### src/rtl/wide_add_sequencer.sv
// Wide add/subtract sequencer: steps one 16-bit ripple adder across WORDS slices,
// LSB slice first, with a registered inter-slice carry and a one-cycle Done pulse.
module wide_add_sequencer #(
    parameter int unsigned WORDS = 4
) (
    input  logic                  Clock_in,
    input  logic                  Reset_n_in,
    input  logic                  Start_in,
    input  logic                  Sub_in,
    input  logic                  Clear_in,
    input  logic [16*WORDS-1:0]   A_in,
    input  logic [16*WORDS-1:0]   B_in,
    output logic                  Busy_out,
    output logic                  Done_out,
    output logic [16*WORDS-1:0]   Sum_out,
    output logic                  Carry_out,
    output logic                  Overflow_out
);

    localparam int unsigned W     = 16 * WORDS;
    localparam int unsigned IDX_W = (WORDS > 1) ? $clog2(WORDS) : 1;

    typedef enum logic [1:0] {
        S_IDLE = 2'd0,
        S_RUN  = 2'd1,
        S_DONE = 2'd2
    } state_e;

    state_e                  state_q, state_d;
    logic [IDX_W-1:0]        idx_q, idx_d;
    logic                    carry_q, carry_d;
    logic [WORDS-1:0][15:0]  a_q, a_d;
    logic [WORDS-1:0][15:0]  b_q, b_d;
    logic [WORDS-1:0][15:0]  work_q, work_d;
    logic [W-1:0]            sum_q, sum_d;
    logic                    cout_q, cout_d;
    logic                    ovf_q, ovf_d;

    logic [15:0]             add_sum;
    logic                    add_co;

    // Single shared slice adder, fed by the current slice index.
    Adder_16 u_adder (
        .a_i (a_q[idx_q]),
        .b_i (b_q[idx_q]),
        .c_i (carry_q),
        .s_o (add_sum),
        .c_o (add_co)
    );

    always_ff @(posedge Clock_in or negedge Reset_n_in) begin
        if (!Reset_n_in) begin
            state_q <= S_IDLE;
            idx_q   <= '0;
            carry_q <= 1'b0;
            a_q     <= '0;
            b_q     <= '0;
            work_q  <= '0;
            sum_q   <= '0;
            cout_q  <= 1'b0;
            ovf_q   <= 1'b0;
        end else begin
            state_q <= state_d;
            idx_q   <= idx_d;
            carry_q <= carry_d;
            a_q     <= a_d;
            b_q     <= b_d;
            work_q  <= work_d;
            sum_q   <= sum_d;
            cout_q  <= cout_d;
            ovf_q   <= ovf_d;
        end
    end

    always_comb begin
        state_d = state_q;
        idx_d   = idx_q;
        carry_d = carry_q;
        a_d     = a_q;
        b_d     = b_q;
        work_d  = work_q;
        sum_d   = sum_q;
        cout_d  = cout_q;
        ovf_d   = ovf_q;

        unique case (state_q)
            S_IDLE, S_DONE: begin
                // Clear beats Start; DONE always leaves after one cycle.
                state_d = S_IDLE;
                if (!Clear_in && Start_in) begin
                    a_d     = A_in;
                    b_d     = Sub_in ? ~B_in : B_in;
                    carry_d = Sub_in;
                    idx_d   = '0;
                    work_d  = '0;
                    state_d = S_RUN;
                end
            end
            S_RUN: begin
                if (Clear_in) begin
                    state_d = S_IDLE;
                end else begin
                    work_d[idx_q] = add_sum;
                    carry_d       = add_co;
                    idx_d         = idx_q + IDX_W'(1);
                    if (idx_q == IDX_W'(WORDS - 1)) begin
                        state_d = S_DONE;
                        sum_d   = work_d;
                        cout_d  = add_co;
                        ovf_d   = (a_q[WORDS-1][15] == b_q[WORDS-1][15]) &&
                                  (add_sum[15] != a_q[WORDS-1][15]);
                    end
                end
            end
            default: state_d = S_IDLE;
        endcase
    end

    assign Busy_out     = (state_q == S_RUN);
    assign Done_out     = (state_q == S_DONE);
    assign Sum_out      = sum_q;
    assign Carry_out    = cout_q;
    assign Overflow_out = ovf_q;

endmodule

// 16-bit ripple-carry adder slice.
module Adder_16 (
    input  logic [15:0] a_i,
    input  logic [15:0] b_i,
    input  logic        c_i,
    output logic [15:0] s_o,
    output logic        c_o
);

    logic [16:0] c;

    always_comb begin
        c    = '0;
        s_o  = '0;
        c[0] = c_i;
        for (int i = 0; i < 16; i++) begin
            s_o[i]   = a_i[i] ^ b_i[i] ^ c[i];
            c[i+1]   = (a_i[i] & b_i[i]) | (c[i] & (a_i[i] ^ b_i[i]));
        end
        c_o = c[16];
    end

endmodule

### config.mk
export PLATFORM = sky130hd
export DESIGN_NAME = wide_add_sequencer
export DESIGN_NICKNAME = d
export VERILOG_FILES = /design/src/rtl/wide_add_sequencer.sv
export SDC_FILE = /design/constraint.sdc
export NUM_CORES = 1
export LEC_CHECK = 0
export BUFFER_PORTS_ARGS = -buffer_cell sky130_fd_sc_hd__buf_2
export CAP_MARGIN = 10
export CORE_UTILIZATION = 38
export DETAILED_ROUTE_END_ITERATION = 6
export GPL_TIMING_DRIVEN = 1
export PLACE_DENSITY_LB_ADDON = 0.2
export SKIP_LAST_GASP = 1
export SLEW_MARGIN = 20
export SYNTH_ARGS = -nofsm -noshare
export SYNTH_HDL_FRONTEND = slang
export SYNTH_SLANG_ARGS = --single-unit
### constraint.sdc
create_clock -name Clock_in -period 8.9 [get_ports Clock_in]
set_input_delay 0.89 -clock Clock_in [delete_from_list [all_inputs] [get_ports Clock_in]]
set_output_delay 0.89 -clock Clock_in [all_outputs]
set_load 0.02 [all_outputs]
**Yosys cells after proc, flatten, opt, wreduce, memory -nomap -nowiden**

Index checks and enable logic that the tools add are counted.

- Bits in registers: 263
- Input port bits: 133

- Add/sub/neg operators: 1
- $lt $le $gt $ge: 2
- Eq/ne operators: 8
- Mux-type cells: 21
- Bitwise gates (word level): 82
- Reduce and logical (&&, ||, !) cells: 10

Operator list:

| cell | number |
|---|---|
| 64-bit two-way mux | 3 |
| 64-bit case mux with 2 select lines | 1 |
| 16-bit binary-select mux with 2-bit select | 2 |
| 64-bit bitwise mux | 1 |
| 64-bit NOT | 1 |
| 16-bit two-way mux | 3 |
| 1-bit AND | 32 |
| 16-bit demux with 2-bit select | 1 |
| 1-bit XOR | 32 |
| 1-bit OR | 16 |
| 2-bit two-way mux | 4 |
| 2-bit case mux with 2 select lines | 2 |
| 3-bit AND reduction | 2 |
| 2-bit equality test, second input constant | 2 |
| 2-bit != test, second input constant | 2 |
| 1-bit logical AND | 3 |
| 2-bit by 3-bit less-than comparator with 1-bit output, second input constant | 1 |
| 1-bit two-way mux | 3 |
| 3-bit by 2-bit != test with 1-bit output, second input constant | 1 |
| 2-bit by 1-bit adder with 2-bit output, second input constant | 1 |
| 2-bit by 1-bit equality test with 1-bit output, second input constant | 1 |
| 2-bit by 1-bit >= comparator with 1-bit output, second input constant | 1 |
| 2-bit logical NOT | 1 |
| 1-bit case mux with 2 select lines | 1 |
| other kinds (7) | 7 |

**Longest topological paths before layout**

- Depth in word-level cells: 37
- Depth in mapped cells: 23
- Gate-level depth less buffers: 21

**By module**

Synthesis repeated with hierarchy kept, for this count alone.

- Cell total of the unflattened synthesis: 1,018
- Area, all modules: 11,541.1 um^2

By module, submodules not included:

| module | instances | cells an instance | area an instance (um^2) | seq. area each (um^2) |
|---|---|---|---|---|
| wide_add_sequencer | 1 | 992 | 11,183.2 | 6,180.9 |
| Adder_16 | 1 | 26 | 357.8 | 0.0 |

**Worst setup path before layout**

OpenSTA, ideal clock, no wires.

- Path kind: reg2reg
- Start point: register idx_q[1]
- End point: register ovf_q (netlist: Overflow_out)
- Setup time: 0.082 ns
- Data arrival time: 8.475 ns
- Required time: 8.818 ns
- Slack: 0.343 ns
- Cell stages (with the launch flop): 23
- Clock period less this slack: 8.557 ns
- Cell sequence: dfrtp_1 > clkbuf_1 > buf_1 > mux4_2 > fa_1 > fa_1 > inv_1 > fa_1 > fa_1 > fa_1 > fa_1 > fa_1 > fa_1 > fa_1 > fa_1 > fa_1 > fa_1 > fa_1 > fa_1 > fa_1 > fa_1 > or3_1 > a31oi_1

- Word-level cells in the longest chain between the ends: 36
- Elaborated cells on any way between the ends: 70

Ends and longest elaborated chain:

| what | RTL line | text |
|---|---|---|
| start: declaration | 30 | `logic [IDX_W-1:0] idx_q, idx_d;` |
| start signal: assignment | 64 | `idx_q <= idx_d;` |
| 16-bit binary-select mux with 2-bit select, on equally long branches | 44, 45 |  |
| 16-bit two-way mux, on equally long branches | 44, 45 |  |
| 1-bit XOR | 144 | `c[i+1] = (a_i[i] & b_i[i]) \| (c[i] & (a_i[i] ^ b_i[i]));` |
| 1-bit AND | 144 |  |
| 1-bit OR | 144 |  |
| 1-bit AND | 144 |  |
| 1-bit OR | 144 |  |
| 1-bit AND | 144 |  |
| [20 not listed] | -- |  |
| 1-bit OR | 144 |  |
| 1-bit AND | 144 |  |
| 1-bit OR | 144 |  |
| 1-bit AND | 144 |  |
| 1-bit OR | 144 |  |
| 1-bit XOR | 143 | `s_o[i] = a_i[i] ^ b_i[i] ^ c[i];` |
| 1-bit != test | 111 | `(add_sum[15] != a_q[WORDS-1][15]);` |
| 1-bit logical AND | 110 | `ovf_d = (a_q[WORDS-1][15] == b_q[WORDS-1][15]) &&` |
| end signal: assignment | 71 | `ovf_q <= ovf_d;` |
| end: declaration | 37 | `logic ovf_q, ovf_d;` |

Parallel ways exist; a longest one is shown, timed or not. The select of a mux whose other input is x is not followed.
A chain may end at the register's enable or synchronous reset.

**Worst setup path in the final report**

- Start point: register idx_q[0]
- End point: register sum_q[31] (netlist: Sum_out[31])

- Word-level cells in the longest chain between the ends: 35
- Elaborated cells on any way between the ends: 74

Ends and longest elaborated chain:

| what | RTL line | text |
|---|---|---|
| 16-bit binary-select mux with 2-bit select, on equally long branches | 44, 45 |  |
| 16-bit two-way mux, on equally long branches | 44, 45 |  |
| 1-bit XOR | 144 |  |
| 1-bit AND | 144 |  |
| 1-bit OR | 144 |  |
| 1-bit AND | 144 |  |
| 1-bit OR | 144 |  |
| 1-bit AND | 144 |  |
| [19 not listed] | -- |  |
| 1-bit AND | 144 |  |
| 1-bit OR | 144 |  |
| 1-bit AND | 144 |  |
| 1-bit OR | 144 |  |
| 1-bit AND | 144 |  |
| 1-bit OR | 144 |  |
| 1-bit XOR | 143 |  |
| 64-bit bitwise mux | 103 | `work_d[idx_q] = add_sum;` |
| end signal: assignment | 69 | `sum_q <= sum_d;` |
| end: declaration | 35 | `logic [W-1:0] sum_q, sum_d;` |

Parallel ways exist; a longest one is shown, timed or not. The select of a mux whose other input is x is not followed.

==> metrics.md <==
| Metric | Value |
|---|---|
| Fmax achieved | 0.118 GHz |
| Crit path max-delay family | adder cells |
| Reg2reg end | Sum_out[31]$_DFFE_PN0P_ |
| Via density | 5.01 |
| Setup crit end kind | flop |
| Worst slew margin | 30.3% |
| CTS Sinks | 247 |
| Slowest CP cell | fa_1 |
| Core ar. | 28900 sq um |
| Worst path most repeated cell | fa_1 |
| Status | finished, final reports clean |
| Clock transition at the registers of the reported paths | 0.06 ns |
| Chip width | 174 microns |
| Gpl congestion | 0.765 |
| Final Hold Fails | 0 |
| P_int | 2640 uW |
| Largest net degree at the start of global routing | 196 |
| Nets | 1256 |
| Via count | 7548 |
| Hold-fix buffers at CTS | 0 |
| Worst-skew pair later-pin latency | 0.53 ns |
| Post_cts resized | 0 |
| Placed Area | 12600 sq um |
| Layout cells sized above 1 | 31.4% |
| Syn_nets | 1083 |
| Initial Util | 38.9% |
| WL final | 28.2 mm |
| Max incr delay on CP | 0.60 ns |
| Post-Synthesis Cell Area | 11300 sq um |
| P_sw | 1460 uW |
| Max_cap viols | 0 |
| Clock Path Buffers | 3 |
| Fin Clk Skew | 0.00816 ns |
| Reg2Reg Depth | 21 |
| H-tree Lvls | 1 |
| First DRT Iteration DRCs | 503 |
| Site row count | 62 |
| PortBufs | 200 |
| Setup ws final | 0.442 ns |
| Final setup violation count | 0 |
| GRT Overall Usage | 18.9% |
| TritonCTS clock tree | yes |
| Clk root buf | clkbuf_16 |
| Overflow after GRT | 0 |
| Comb pwr share | 35.4% |
| Worst path arrival time | 8.83 ns |
| Slew Limit Fails | 0 |
| Switching power share of the total | 35.7% |
| WHS | 0.470 ns |
| Critical Path RT | 9.27 ns |
| I/O pin cnt | 201 |
| Worst Hold Class | input port to async pin |
| Vias in the first global route | 7551 |
| Start point of the critical path | idx_q[0]$_DFFE_PN0P_ |
| Antenna violations before repair | 4 |
| Reg2reg start | idx_q[0]$_DFFE_PN0P_ |
| Clock Power Share | 26.9% |
| Worst Path Buf+Inv | 2 |
| RSZ-0062 raised after global routing | no |
| Sequential share of power | 37.7% |
| Post-layout min period | 8.46 ns |
| Worst-margin pin slew | 1.05 ns |
| Worst-path fanout max | 7 |
| Setup CP Type | flop to flop |
| Crit path cell chain | mux4_2 -> fa_1 -> fa_1 -> inv_1 -> fa_1 -> fa_1 -> fa_1 -> fa_1 -> fa_1 -> fa_1 -> fa_1 -> fa_1 -> fa_1 -> fa_1 -> fa_1 -> fa_1 -> fa_1 -> fa_1 -> inv_1 -> mux2i_1 -> o21ai_0 |
| Yosys reg bits | 247 |
| Lkg Pwr | 0.00624 uW |
| Internal reg-to-reg setup slack | 0.44 ns |
| Detailed Place HPWL | 19.6 mm |
| Post-synthesis sequential area ratio | 54.9% |
| Vert. Die Dim | 174 microns |
| Setup TNS | 0 ns |
| Post-route cell area | 13500 sq um |
| Critical path depth | 21 |
| Dpl ws | 0.403 ns |
| Mapped Cells | 930 |
| Final core utilization | 46.6% |
| Tcrit/Tclk final | 95.0% |
| Yosys warns | 0 |
| Peak VDD IR | 0.147 mV |
| CTS Buf Count | 27 |
| Synth cell types | 30 |
| 1st-pass router iterations | 5 |
| Critical Path Start Type | flop |
| Syn avg cell area | 12.1 sq um |
| WL per Instance | 18.7 microns |
| Post-route ant nets | 0 |
| Most common cell after layout, fill and taps aside | dfrtp_1 |
| Global-route wire length before repair | 44.2 mm |
| Pwr Density | 304 nW/um^2 |
| DR DRC count | 0 |
| Post-CTS Setup Bufs | 0 |
| Die ar. | 30300 sq um |
| Most frequent cells in the layout | dfrtp_1, buf_2, nand2_1 |
| Layout area overhead | 19.8% |
-- Yosys cell counts --
| master | number | share of area (%) |
|---|---|---|
| or3_1 | 1 | 0.056 |
| mux2_1 | 6 | 0.60 |
| nand2_1 | 71 | 2.4 |
| a22o_1 | 50 | 3.9 |
| clkbuf_1 | 26 | 0.87 |
| a21oi_1 | 65 | 2.9 |
| a2bb2oi_1 | 1 | 0.078 |
| fa_1 | 16 | 2.8 |
| mux2i_1 | 47 | 4.2 |
| a31oi_1 | 1 | 0.056 |
| buf_1 | 12 | 0.40 |
| dfrtp_1 | 247 | 55 |
| o21ai_0 | 66 | 2.9 |
| ha_1 | 4 | 0.44 |
| nor2_1 | 68 | 2.3 |
| o22a_1 | 1 | 0.078 |
| mux2_2 | 58 | 5.8 |
| nor3_1 | 1 | 0.044 |
| nand4bb_1 | 1 | 0.10 |
| nand2b_1 | 3 | 0.17 |
| inv_1 | 47 | 1.6 |
| o21bai_1 | 1 | 0.067 |
| nor2b_1 | 2 | 0.11 |
| nor3b_2 | 1 | 0.11 |
| a21o_1 | 1 | 0.067 |
| mux4_2 | 32 | 6.4 |
| nor4bb_1 | 3 | 0.27 |
| nand3_1 | 1 | 0.044 |
| xnor2_1 | 64 | 5.0 |
| buf_2 | 33 | 1.5 |
-- state kept, by name, summed over array words and instances, names as in the netlist --
signal and flops:
Carry_out 1, Overflow_out 1, Sum_out 64, a_q 64, b_q 64, carry_q 1, idx_q 2, state_q 2
work_q 48
-- cells by family after synthesis --
group,count (synthesis),synth area share (%)
flops,247,54.9
compound gates,186,10.1
simple gates,152,5.53
mux,143,17.0
buf+inv,118,4.30
xor+xnor,64,4.98
fa+ha+maj,20,3.29
-- layout make-up --
class / count / area, sq um
well taps: 384 / 480
fillers: 2728 / 15400
repair buffers: 215 / 1140
diodes: 2 / 5.00
inverters: 47 / 176
clock inverters: 8 / 115
multi-input cells: 565 / 4640
clock buffers: 38 / 747
flip-flops and latches: 247 / 6180
-- worst register-to-register path: stages, from the launching register on --
cell and delay [ns]:
dfrtp_2 0.50, mux4_2 0.39, fa_1 0.20, fa_1 0.18, inv_1 0.05, fa_1 0.44
fa_1 0.46, fa_1 0.46, fa_1 0.46, fa_1 0.46, fa_1 0.46, fa_1 0.46
fa_1 0.46, fa_1 0.47, fa_1 0.47, fa_1 0.50, fa_1 0.46, fa_1 0.46
fa_1 0.60, inv_1 0.12, mux2i_1 0.15, o21ai_0 0.09
-- how the worst max path moves through the flow --
stage | to | slack [ns]
floorplan | Overflow_out$_DFFE_PN0P_ | 0.34
global placement | Sum_out[15]$_DFFE_PN0P_ | 0.46
detailed placement | Sum_out[31]$_DFFE_PN0P_ | 0.40
CTS | Sum_out[31]$_DFFE_PN0P_ | 0.38
global route | Sum_out[47]$_DFFE_PN0P_ | 0.11
finish | Sum_out[31]$_DFFE_PN0P_ | 0.44
-- routing by layer --
metal	global-route usage, %	part of all wire [%]	up-vias
met1	27.0	46	3698
li1	-	-	3553
met2	29.2	45	240
met5	0	0.096	-
met3	3.41	5.6	53
met4	6.03	2.8	4
-- power by group through the flow --
stage                     registers (uW)  clock network, uW  logic [uW]
after floorplan                     1620                  0         847
after global placement              1560                  0        1450
after detailed placement            1570                  0        1470
after CTS                           1550               1130        1470
after global routing                1580               1180        1590
final                               1550               1100        1450
-- per-stage QoR --
step	total power [uW]	std cells
after CTS	4150	1504
after detailed placement	3030	1458
after global routing	4350	1504
after global placement	3000	1458
after floorplan	2470	930
final	4100	1506
Power figures use the tool's default switching activity.
